## config.mk

```make
export PLATFORM = sky130hd
export DESIGN_NAME = up_int_ctrl
export DESIGN_NICKNAME = d
export VERILOG_FILES = /design/src/rtl/up_int_pkg.sv /design/src/rtl/up_int_prio.sv /design/src/rtl/up_int_ctrl.sv
export SDC_FILE = /design/constraint.sdc
export NUM_CORES = 1
export LEC_CHECK = 0
export CORE_MARGIN = 3
export CORE_UTILIZATION = 39
export CTS_CLUSTER_DIAMETER = 150
export DETAILED_ROUTE_END_ITERATION = 12
export GPL_ROUTABILITY_DRIVEN = 0
export PLACE_DENSITY = 0.75
export SYNTH_ARGS = -nofsm -noshare
export SYNTH_HDL_FRONTEND = slang
export SYNTH_SLANG_ARGS = --single-unit
export TNS_END_PERCENT = 50
```

## constraint.sdc

```tcl
create_clock -name clk -period 1.1 [get_ports clk]
set_input_delay 0.22 -clock clk [delete_from_list [all_inputs] [get_ports clk]]
set_output_delay 0.22 -clock clk [all_outputs]
set_load 0.005 [all_outputs]
```

## src/rtl/up_int_pkg.sv

```systemverilog
// Shared definitions for the up interrupt controller: FSM encoding and default sizing.
package up_int_pkg;

  localparam int UP_INT_N  = 4;
  localparam int UP_INT_VW = 2;

  typedef enum logic [1:0] {
    ST_IDLE = 2'd0,
    ST_REQ  = 2'd1,
    ST_SVC  = 2'd2
  } state_t;

endpackage

```

## src/rtl/up_int_prio.sv

```systemverilog
// Fixed-priority encoder: the lowest set index wins; valid when any bit is set.
module up_int_prio #(
  parameter int N  = 4,
  parameter int VW = 2
) (
  input  logic [N-1:0]  i_vec,
  output logic [VW-1:0] o_idx,
  output logic          o_vld
);

  always_comb begin
    o_idx = '0;
    // Scan from the top down so the last hit, the lowest index, is kept.
    for (int i = N - 1; i >= 0; i--) begin
      if (i_vec[i]) begin
        o_idx = VW'(i);
      end
    end
  end

  assign o_vld = |i_vec;

endmodule

```

## src/rtl/up_int_ctrl.sv

```systemverilog
// Vectored priority interrupt controller driving the single interrupt input of `up`.
// The request output is int_req because `int` is a reserved word in SystemVerilog.
module up_int_ctrl
  import up_int_pkg::*;
#(
  parameter int N  = UP_INT_N,
  parameter int VW = UP_INT_VW
) (
  input  logic          clk,
  input  logic          rst,
  input  logic [N-1:0]  irq,
  input  logic          ien_wr,
  input  logic [N-1:0]  ien_wdata,
  output logic [N-1:0]  ien,
  output logic [N-1:0]  pending,
  output logic          int_req,
  output logic [VW-1:0] int_vec,
  input  logic          int_ack,
  input  logic          eoi,
  output logic          busy,
  output state_t        dbg_state
);

  // Handshake: int_req is held high in REQ until a one-cycle int_ack is
  // sampled; the core then signals completion with a one-cycle eoi in SVC.
  // int_ack outside REQ and eoi outside SVC are ignored.

  state_t        r_state;
  state_t        w_next;
  logic [N-1:0]  r_irq_q;
  logic [N-1:0]  r_pending;
  logic [N-1:0]  r_ien;
  logic          r_int;
  logic [VW-1:0] r_int_vec;

  logic [N-1:0]  w_edge;
  logic [N-1:0]  w_clr;
  logic          w_ack_ok;
  logic [VW-1:0] w_win;
  logic          w_win_vld;

  assign w_edge   = irq & ~r_irq_q;
  assign w_ack_ok = (r_state == ST_REQ) && int_ack;
  assign w_clr    = w_ack_ok ? (N'(1) << r_int_vec) : '0;

  up_int_prio #(
    .N  (N),
    .VW (VW)
  ) u_prio (
    .i_vec (r_pending & r_ien),
    .o_idx (w_win),
    .o_vld (w_win_vld)
  );

  always_comb begin
    w_next = r_state;
    case (r_state)
      ST_IDLE: if (w_win_vld) w_next = ST_REQ;
      ST_REQ:  if (int_ack)   w_next = ST_SVC;
      ST_SVC:  if (eoi)       w_next = ST_IDLE;
      default:                w_next = ST_IDLE;
    endcase
  end

  always_ff @(posedge clk) begin
    if (rst) begin
      r_state   <= ST_IDLE;
      r_irq_q   <= '0;
      r_pending <= '0;
      r_ien     <= '0;
      r_int     <= 1'b0;
      r_int_vec <= '0;
    end else begin
      r_state   <= w_next;
      r_irq_q   <= irq;
      // A fresh edge on the bit being acknowledged must survive the clear.
      r_pending <= (r_pending & ~w_clr) | w_edge;
      if (ien_wr) begin
        r_ien <= ien_wdata;
      end
      r_int <= (w_next == ST_REQ);
      if ((r_state == ST_IDLE) && w_win_vld) begin
        r_int_vec <= w_win;
      end
    end
  end

  assign ien       = r_ien;
  assign pending   = r_pending;
  assign int_req   = r_int;
  assign int_vec   = r_int_vec;
  assign busy      = (r_state != ST_IDLE);
  assign dbg_state = r_state;

endmodule

```

* Word-level counts from Yosys, hierarchy flattened
Index checks and enable logic that the tools add are counted.
Storage, ports and cells: flip-flop bits (word level) 17, logic and storage cells 30
Operators by class: muxes and demuxes 9, eq/ne operators 3, reductions and logical operators 5, shifts and indexed selects 1, bitwise operators 6
Operators by type and width (count):
- $mux 2 | 7
- $and 4x4->4 | 3
- $not 4->4 | 2
- $pmux 2 s3 | 1
- $eq 2x1->1 const B | 2
- $mux 4 | 1
- $or 4x4->4 | 1
- $reduce_or 4->1 | 1
- $shl 1x2->4 const A | 1
- $eq 2x2->1 const B | 1
- $logic_and 1x1->1 | 2
- $logic_not 2->1 | 1
- $reduce_bool 2->1 | 1

* Longest topological paths before layout
Gate-level depths: netlist (run 1).
depth after elaboration 6, mapped depth 3, gate-level depth less buffers 3

* Cells and area by module
A second synthesis (run 1) with hierarchy kept.
Second synthesis, totals: cell total of the unflattened synthesis 76, area total of the unflattened synthesis 758.2 µm²
Modules (own cells, without submodules):
- up_int_ctrl | cells each 69, times used 1, seq. area each 340.3 µm², area each 723.2 µm²
- up_int_prio | cells each 7, times used 1, seq. area each 0.0 µm², area each 35.0 µm²

* Worst setup path after synthesis (run 1)
OpenSTA, ideal clock, no wires.
path type flip-flop to flip-flop, start register r_pending[1] (netlist: pending[1]), end register r_int_vec[0] (netlist: int_vec[0]), library setup time 0.086 ns, required time 1.014 ns, cell stages (with the launch flop) 4, path buffers 0, setup slack 0.149 ns, data arrival time 0.865 ns, path through dfxtp_1 -> nand2_1 -> a32o_1 -> a211oi_1
Between the ends: word-level cells in the longest chain between the ends 3, elaborated cells on any way between the ends 5, classes of those cells 2 x mux; 1 x bitwise; 2 x reduce/logical
RTL lines:
- start: declaration | line up_int_ctrl.sv:31 | logic [N-1:0] r_pending;
- start signal: assignment | line up_int_ctrl.sv:77 | r_pending <= (r_pending & ~w_clr) | w_edge;
- $and 4x4->4 * | line up_int_ctrl.sv:50 | .i_vec (r_pending & r_ien),
- $mux 2 / $reduce_or 4->1 (equally long branches) | line up_int_prio.sv:15, up_int_prio.sv:21
- $mux 2 / $logic_and 1x1->1 (equally long branches) | line up_int_prio.sv:15, up_int_ctrl.sv:82
- end signal: assignment | line up_int_ctrl.sv:83 | r_int_vec <= w_win;
- end: declaration | line up_int_ctrl.sv:34 | logic [VW-1:0] r_int_vec;
Every way passes the cells marked *; elsewhere a longest branch is shown, timed or not. A chain may end at the register's enable or synchronous reset.

* Worst setup path in the final report (run 1)
start register r_state[1] (netlist: dbg_state[1]), end register r_pending[1] (netlist: pending[1])
Between the ends: word-level cells in the longest chain between the ends 6
RTL lines:
- start: declaration | line up_int_ctrl.sv:28 | state_t r_state;
- start signal: assignment | line up_int_ctrl.sv:74 | r_state <= w_next;
- $eq 2x1->1 | line up_int_ctrl.sv:43 | assign w_ack_ok = (r_state == ST_REQ) && int_ack;
- $logic_and 1x1->1 | line up_int_ctrl.sv:43
- $mux 4 | line up_int_ctrl.sv:44 | assign w_clr = w_ack_ok ? (N'(1) << r_int_vec) : '0;
- $not 4->4 | line up_int_ctrl.sv:77
- $and 4x4->4 | line up_int_ctrl.sv:77
- $or 4x4->4 | line up_int_ctrl.sv:77
Every way passes these cells.

==> results of run 1 <==
## worst max-delay path, cell delays in order, from the launching register on
cell                        delay (ns)
sky130_fd_sc_hd__dfxtp_4          0.37
sky130_fd_sc_hd__buf_6            0.12
sky130_fd_sc_hd__buf_6            0.11
sky130_fd_sc_hd__nand4bb_1        0.19
sky130_fd_sc_hd__o21ai_1          0.18
sky130_fd_sc_hd__a21oi_1          0.09
## what timing repair did
action / 4_1_cts / 5_1_grt
endpoints found under the hold margin: 0 / 0
gates resized for setup: 45 / 23
gates cloned: 0 / 0
setup endpoints to repair: 15 / 20
hold buffers: 0 / 0
pin swaps: 1 / 6
buffers inserted: 10 / 1
## flip-flops by register name (all words and copies together) (netlist names)
name	cells
ien	4
int_vec	2
pending	4
int_req	1
dbg_state	2
r_irq_q	4
## report_power, final
group          total [mW]  switching [mW]  leakage [nW]  internal [mW]
Clock               0.343           0.207        0.0177          0.136
Sequential          0.681          0.0226         0.145          0.658
Combinational       0.302           0.124         0.330          0.178
Total                1.33           0.354         0.493          0.972
## cell type report
class                      instances  area [um2]  area share (%)
tap                               15       18.77           1.674
clock buffer                       3       22.52           2.009
clock inverter                     1       5.005          0.4464
multi-input combinational         44       322.8           28.79
timing repair buffer              46       384.1           34.26
sequential                        17       360.3           32.14
inverter                           2       7.507          0.6696
## final timing paths
check,startpoint,end,depth (start not counted)
max reg2reg,dbg_state[1],pending[1],5
max,dbg_state[1],pending[1],5
min,irq[2],pending[2],3
min reg2reg,r_irq_q[2],pending[2],2
## kinds of logic (layout without fill, tap and decap cells)
kind of cell           after synthesis  in the layout  share of synthesized area, %
AO/OA/AOI/OAI                       20             20                         19.13
AND/OR/NAND/NOR                     20             20                         18.34
flip-flops                          17             17                         53.65
multiplexers                         4              4                         6.312
buffers and inverters                4             52                         2.563
## metrics by stage
step / instances / total power, mW
after global routing: 128 / 1.395
after global placement: 113 / 0.9367
after floorplan: 65 / 0.7758
after detailed placement: 113 / 0.9438
after CTS: 127 / 1.305
final: 128 / 1.326
## synthesized netlist by cell type
library cell                instances  area share [%]
sky130_fd_sc_hd__nand3b_1           1             1.2
sky130_fd_sc_hd__o21ai_0            5             3.9
sky130_fd_sc_hd__buf_2              1            0.79
sky130_fd_sc_hd__a21oi_1            9             7.1
sky130_fd_sc_hd__dfxtp_1           17              54
sky130_fd_sc_hd__clkbuf_1           1            0.59
sky130_fd_sc_hd__mux2i_1            4             6.3
sky130_fd_sc_hd__nor2b_1            4             3.9
sky130_fd_sc_hd__nand2b_1           4             3.9
sky130_fd_sc_hd__nand4b_1           1             1.4
sky130_fd_sc_hd__nor2_1             6             3.6
sky130_fd_sc_hd__a211oi_1           2             2.4
sky130_fd_sc_hd__inv_1              2             1.2
sky130_fd_sc_hd__a22o_1             3             4.1
sky130_fd_sc_hd__nand4bb_1          1             1.8
sky130_fd_sc_hd__a32o_1             1             1.6
sky130_fd_sc_hd__or3b_1             1             1.4
sky130_fd_sc_hd__nand2_1            2             1.2
## layer usage
layer  routed length (um)  up-vias
met2                 1031       25
met1                  766      308
met4                   38        0
met5                    0        -
met3                  102        5
li1                     -      326
==> summary.md, run 1 <==
| Metric | Value |
|---|---|
| Outcome | `complete, but fails checks` |
| Violated checks | `setup timing` |
| Final worst-path cycle share | `105.4%` |
| Post-synthesis instance area | `about 630 um2` |
| Vias per Instance | `5.188` |
| Routed WL | `slightly below 2000 um` |
| Initial core utilization | `between 40% and 50%` |
| Area inside the core boundary | `1415 um2` |
| Final number of max-transition violations | `0` |
| Area of placed instances | `972.2 um2` |
| Count of synthesis-stage warnings from yosys | `0` |
| Average wire length per cell after detail routing | `approximately 15 um` |
| DRT iter0 DRCs | `10` |
| Area of all placed cells without fillers | `1121 um2` |
| Remaining Overflow, GRT | `0` |
| Power per cell area | `1182 nW/um2` |
| Count of antenna-violating nets left after detailed routing | `0` |
| TritonCTS sink count | `17` |
| Most frequent cells in the layout | `sky130_fd_sc_hd__buf_4 (18), sky130_fd_sc_hd__clkdlybuf4s50_1 (12), sky130_fd_sc_hd__dfxtp_2 (10)` |
| Synthesized area divided by synthesized cell count | `~9.8 um2` |
| Post-route setup slack | `-0.05967 ns` |
| CTS buffer count | `3` |
| Number of placement rows | `13` |
| Worst slack at placement | `-0.2200 ns` |
| M3 GR Usage | `under 10%` |
| Final hold viol count | `0` |
| Arrival @ worst endpoint | `between 1 and 1.5 ns` |
| Worst clock skew on the final layout | `0.006299 ns` |
| Type of the worst min-delay path | `in2reg` |
| Width of the die | `46.33 um` |
| GR Util All Layers | `roughly a fifth` |
| Biggest fanout along the worst timing path | `3` |
| VDD IR max | `0.0009554 V` |
| Number of diodes added for antenna fixing | `0` |
| Number of port buffers | `26` |
| Share of the core filled with cells | `79.22%` |
| DIE HEIGHT | `46.33 um` |
| Buffer levels on the longest clock path | `2` |
| Largest net degree at the start of global routing | `12` |
| Met2 capacity usage during global routing | `31.59%` |
| Met1 demand-to-capacity share in global routing | `22.01%` |
| Max-cap viol count | `0` |
| Overall die area | `between 2000 and 2500 um2` |
| RSZ-0062 raised after global routing | `yes` |
| Fraction of layout instances using a drive strength above 1 | `45.13%` |
| Final count of negative-setup-slack endpoints | `9` |
| Seq cells post-synth | `17` |
| Worst path required time | `roughly 1.3 ns` |
| Post-detail-place hpwl | `1237 um` |
| First-pass DRT Iterations | `4` |
| Insertion delay of the later-clocked pin in the worst-skew pair | `about 0.31 ns` |
| TritonCTS clock tree | `built` |
| Endpoint class of the critical path | `flop` |
| Layout Nets | `127` |
| Antenna violations before repair | `0` |
| Commonest non-fill, non-tap cell in the layout | `sky130_fd_sc_hd__buf_4` |
| Growth of design area from synthesis to finish | `76.73%` |
| Lkg Pwr | `just under 0.5 nW` |
| Kind of critical path | `reg2reg` |
| Final period demand of the worst path | `~1.2 ns` |
| Number of filler instances in the final layout | `96` |
| Global-route wire length before repair | `about 2800 um` |
| Net Count, Synth | `78` |
| Worst slew slack as a fraction of its limit | `84.50%` |
| Element type at the critical path start | `flop` |
| Post-route setup TNS | `-0.3009 ns` |
| Clock slew at the register clock pins of the worst setup and hold paths | `approximately 0.10 ns` |
| Highest Clock Rate | `862.3 MHz` |
| CTS Root Buffer Type | `sky130_fd_sc_hd__clkbuf_4` |
| R2r setup slk | `-0.06 ns` |
| Sequential area share after synthesis | `53.65%` |
| Number of distinct standard cells referenced by the synthesized netlist | `18` |
| H-Tree Depth | `1` |
| Worst hold slack after final layout | `between 0.4 and 0.5 ns` |
| Via count | `664` |
| # IOs | `27` |
| Transition time at the pin with the least slew margin | `about 0.23 ns` |
| Cells after Synth | `65` |
| Residual DRC | `0` |
| Busiest layer in global routing | `met2` |
| Via count of the first global-routing pass | `between 600 and 700` |
Power figures use the tool's default switching activity.
==> inputs of run 2 (changes only) <==
--- a/config.mk
+++ b/config.mk
@@ -10,8 +10,9 @@
 export CTS_CLUSTER_DIAMETER = 150
 export DETAILED_ROUTE_END_ITERATION = 12
 export GPL_ROUTABILITY_DRIVEN = 0
+export MAX_ROUTING_LAYER = met4
 export PLACE_DENSITY = 0.75
 export SYNTH_ARGS = -nofsm -noshare
 export SYNTH_HDL_FRONTEND = slang
 export SYNTH_SLANG_ARGS = --single-unit
-export TNS_END_PERCENT = 50
+export TNS_END_PERCENT = 5
==> run 2 against run 1 <==
- the flow still finishes with violations (setup timing)
- register-to-register slack better by 0.04 ns
- final cell count fell by 1.6%
- sequential share of layout area up 1.3 points
- non-clock buffer count fell by 2
- critical path type is now reg2out
- sequential power hardly changed
- largest power group unchanged
- worst hold slack about the same
- clock-buffer cell count stayed put
- global-route usage fell by 0.26 points
- clock power shrank 2%
- combinational power decreased by 8.6%
==> summary.md, run 2 (synthesis results as in run 1) <==
| Metric | Value |
|---|---|
| Worst slew slack as a fraction of its limit | `84.52% (about the same)` |
| First-pass DRT Iterations | `4 (unchanged)` |
| Antenna violations before repair | `0 (unchanged)` |
| Endpoint class of the critical path | `output port` |
| Area of all placed cells without fillers | `1070 um2 (-4.6%)` |
| Growth of design area from synthesis to finish | `68.64%` |
| Lkg Pwr | `0.4739 nW (-3.8%)` |
| Global-route wire length before repair | `2732 um (-3.9%)` |
| CTS buffer count | `3 (unchanged)` |
| Final number of max-transition violations | `0 (unchanged)` |
| Arrival @ worst endpoint | `0.93 ns (-0.43 ns)` |
| Width of the die | `46.33 um (unchanged)` |
| Overall die area | `2146 um2 (unchanged)` |
| Biggest fanout along the worst timing path | `3 (unchanged)` |
| Critical Path Max Stage Delay | `0.37 ns (about the same)` |
| Insertion delay of the later-clocked pin in the worst-skew pair | `0.30 ns (about the same)` |
| Area of placed instances | `972.2 um2 (unchanged)` |
| Worst hold slack after final layout | `0.4789 ns (+0.0001450 ns)` |
| Top Family by Delay on Critical Path | `flip-flops` |
| Transition time at the pin with the least slew margin | `0.2315 ns (-0.0002723 ns)` |
| Area inside the core boundary | `1415 um2 (unchanged)` |
| # IOs | `27 (unchanged)` |
| Element type at the critical path start | `flop` |
| Violated checks | `setup timing` |
| Commonest non-fill, non-tap cell in the layout | `sky130_fd_sc_hd__buf_4` |
| CTS Root Buffer Type | `sky130_fd_sc_hd__clkbuf_4` |
| Cell-by-cell listing of the critical path | `dlygate4sd2_1` |
| Launch point of the worst path | `dbg_state[0]` |
| Final hold viol count | `0 (unchanged)` |
| Outcome | `complete, but fails checks` |
| Count of antenna-violating nets left after detailed routing | `0 (unchanged)` |
| Remaining Overflow, GRT | `0 (unchanged)` |
| Type of the worst min-delay path | `reg2reg` |
| Number of diodes added for antenna fixing | `0 (unchanged)` |
| Clock slew at the register clock pins of the worst setup and hold paths | `0.10 ns (about the same)` |
| Share of the core filled with cells | `75.60% (-3.6 points)` |
| Final period demand of the worst path | `1.149 ns (-0.01057 ns)` |
| Via count | `642 (-3.3%)` |
| Final worst-path cycle share | `104.5% (-0.96 points)` |
| Worst Hold Launch | `r_irq_q[3]` |
| Number of port buffers | `26 (unchanged)` |
| DIE HEIGHT | `46.33 um (unchanged)` |
| TritonCTS clock tree | `built` |
| Worst slack at placement | `-0.2200 ns (unchanged)` |
| Max-cap viol count | `0 (unchanged)` |
| Worst path required time | `0.88 ns (-0.42 ns)` |
| Layout Nets | `125 (-1.6%)` |
| Number of placement rows | `13 (unchanged)` |
| RSZ-0062 raised after global routing | `yes` |
| Startpoint of the most critical register-to-register path | `int_vec[1]` |
| H-Tree Depth | `1 (unchanged)` |
| Vias per Instance | `5.095 (-1.8%)` |
| GR Util All Layers | `19.05% (-0.26 points)` |
| Residual DRC | `0 (unchanged)` |
| Worst clock skew on the final layout | `0.002023 ns (-0.004276 ns)` |
| Total buffers and inverters traversed by the critical path | `1 (-1)` |
| Initial core utilization | `44.83% (unchanged)` |
| Fraction of layout instances using a drive strength above 1 | `40.54% (-4.6 points)` |
| Post-route setup TNS | `-0.1029 ns (+0.1980 ns)` |
| Kind of critical path | `reg2out` |
| Via count of the first global-routing pass | `622 (-3.4%)` |
| Power per cell area | `1209 nW/um2 (+2.3%)` |
| Buffer levels on the longest clock path | `2 (unchanged)` |
| Most frequent cells in the layout | `sky130_fd_sc_hd__buf_4 (18), sky130_fd_sc_hd__clkdlybuf4s50_1 (12), sky130_fd_sc_hd__dfxtp_2 (11)` |
| Post-route setup slack | `-0.04911 ns (+0.01057 ns)` |
| Average wire length per cell after detail routing | `13.30 um (-12%)` |
| Post-detail-place hpwl | `1237 um (unchanged)` |
| Final count of negative-setup-slack endpoints | `3 (-6)` |
| Routed WL | `1676 um (-14%)` |
| DRT iter0 DRCs | `6 (-4)` |
| Highest Clock Rate | `870.2 MHz (+0.92%)` |
| TritonCTS sink count | `17 (unchanged)` |
| VDD IR max | `0.001001 V (+4.8%)` |
| Largest net degree at the start of global routing | `12 (unchanged)` |
| Library cell contributing the largest single delay on the critical path | `sky130_fd_sc_hd__dfxtp_4` |
-- run 2: power by group --
group | switching [mW] | leakage, nW | internal [mW]
sequential | 0.0217 | 0.145 | 0.660
combinational | 0.109 | 0.311 | 0.167
clock | 0.201 | 0.0177 | 0.136
-- run 2: worst paths after layout --
path	endpoint	depth (start not counted)	slack, ns
hold / removal	pending[3]	2	0.48
hold reg to reg	pending[3]	2	0.48
setup / recovery	dbg_state[0]	1	-0.05
setup reg to reg	pending[1]	5	-0.02
-- run 2: final cells by class --
type / count / area [um2]
Inverter: 2 / 7.507
Fill cell: 104 / 345.3
Clock buffer: 3 / 22.52
Sequential cell: 17 / 357.8
Timing Repair Buffer: 44 / 359.1
Clock inverter: 1 / 5.005
Multi-Input combinational cell: 44 / 299.0
Tap cell: 15 / 18.77
-- run 2: what timing repair did --
action,CTS,global route
endpoints found under the hold margin,0,0
endpoints found under the setup margin,15,19
hold buffers,0,0
resized for setup,41,17
pin swaps,1,2
buffers inserted,9,0
-- run 2: worst register-to-register path: stages, from the launching register on --
cell and delay (ns):
sky130_fd_sc_hd__dfxtp_2 0.33, sky130_fd_sc_hd__buf_4 0.12, sky130_fd_sc_hd__buf_4 0.13, sky130_fd_sc_hd__nand4bb_1 0.20
sky130_fd_sc_hd__o21ai_1 0.16, sky130_fd_sc_hd__a21oi_1 0.08
-- run 2: per-layer routing --
metal / GRT usage (%) / share of wire [%] / vias up
met3: 5.859 / 5.1 / 6
met1: 21.31 / 42 / 292
li1: - / - / 325
met5: - / 0 / -
met2: 30.22 / 50 / 19
met4: 9.659 / 2.9 / 0
-- run 2: per-stage QoR --
step	std cells	power [mW]
after floorplan	65	0.7758
after global placement	113	0.9367
after detailed placement	113	0.9438
after CTS	126	1.300
after global routing	126	1.368
final	126	1.294
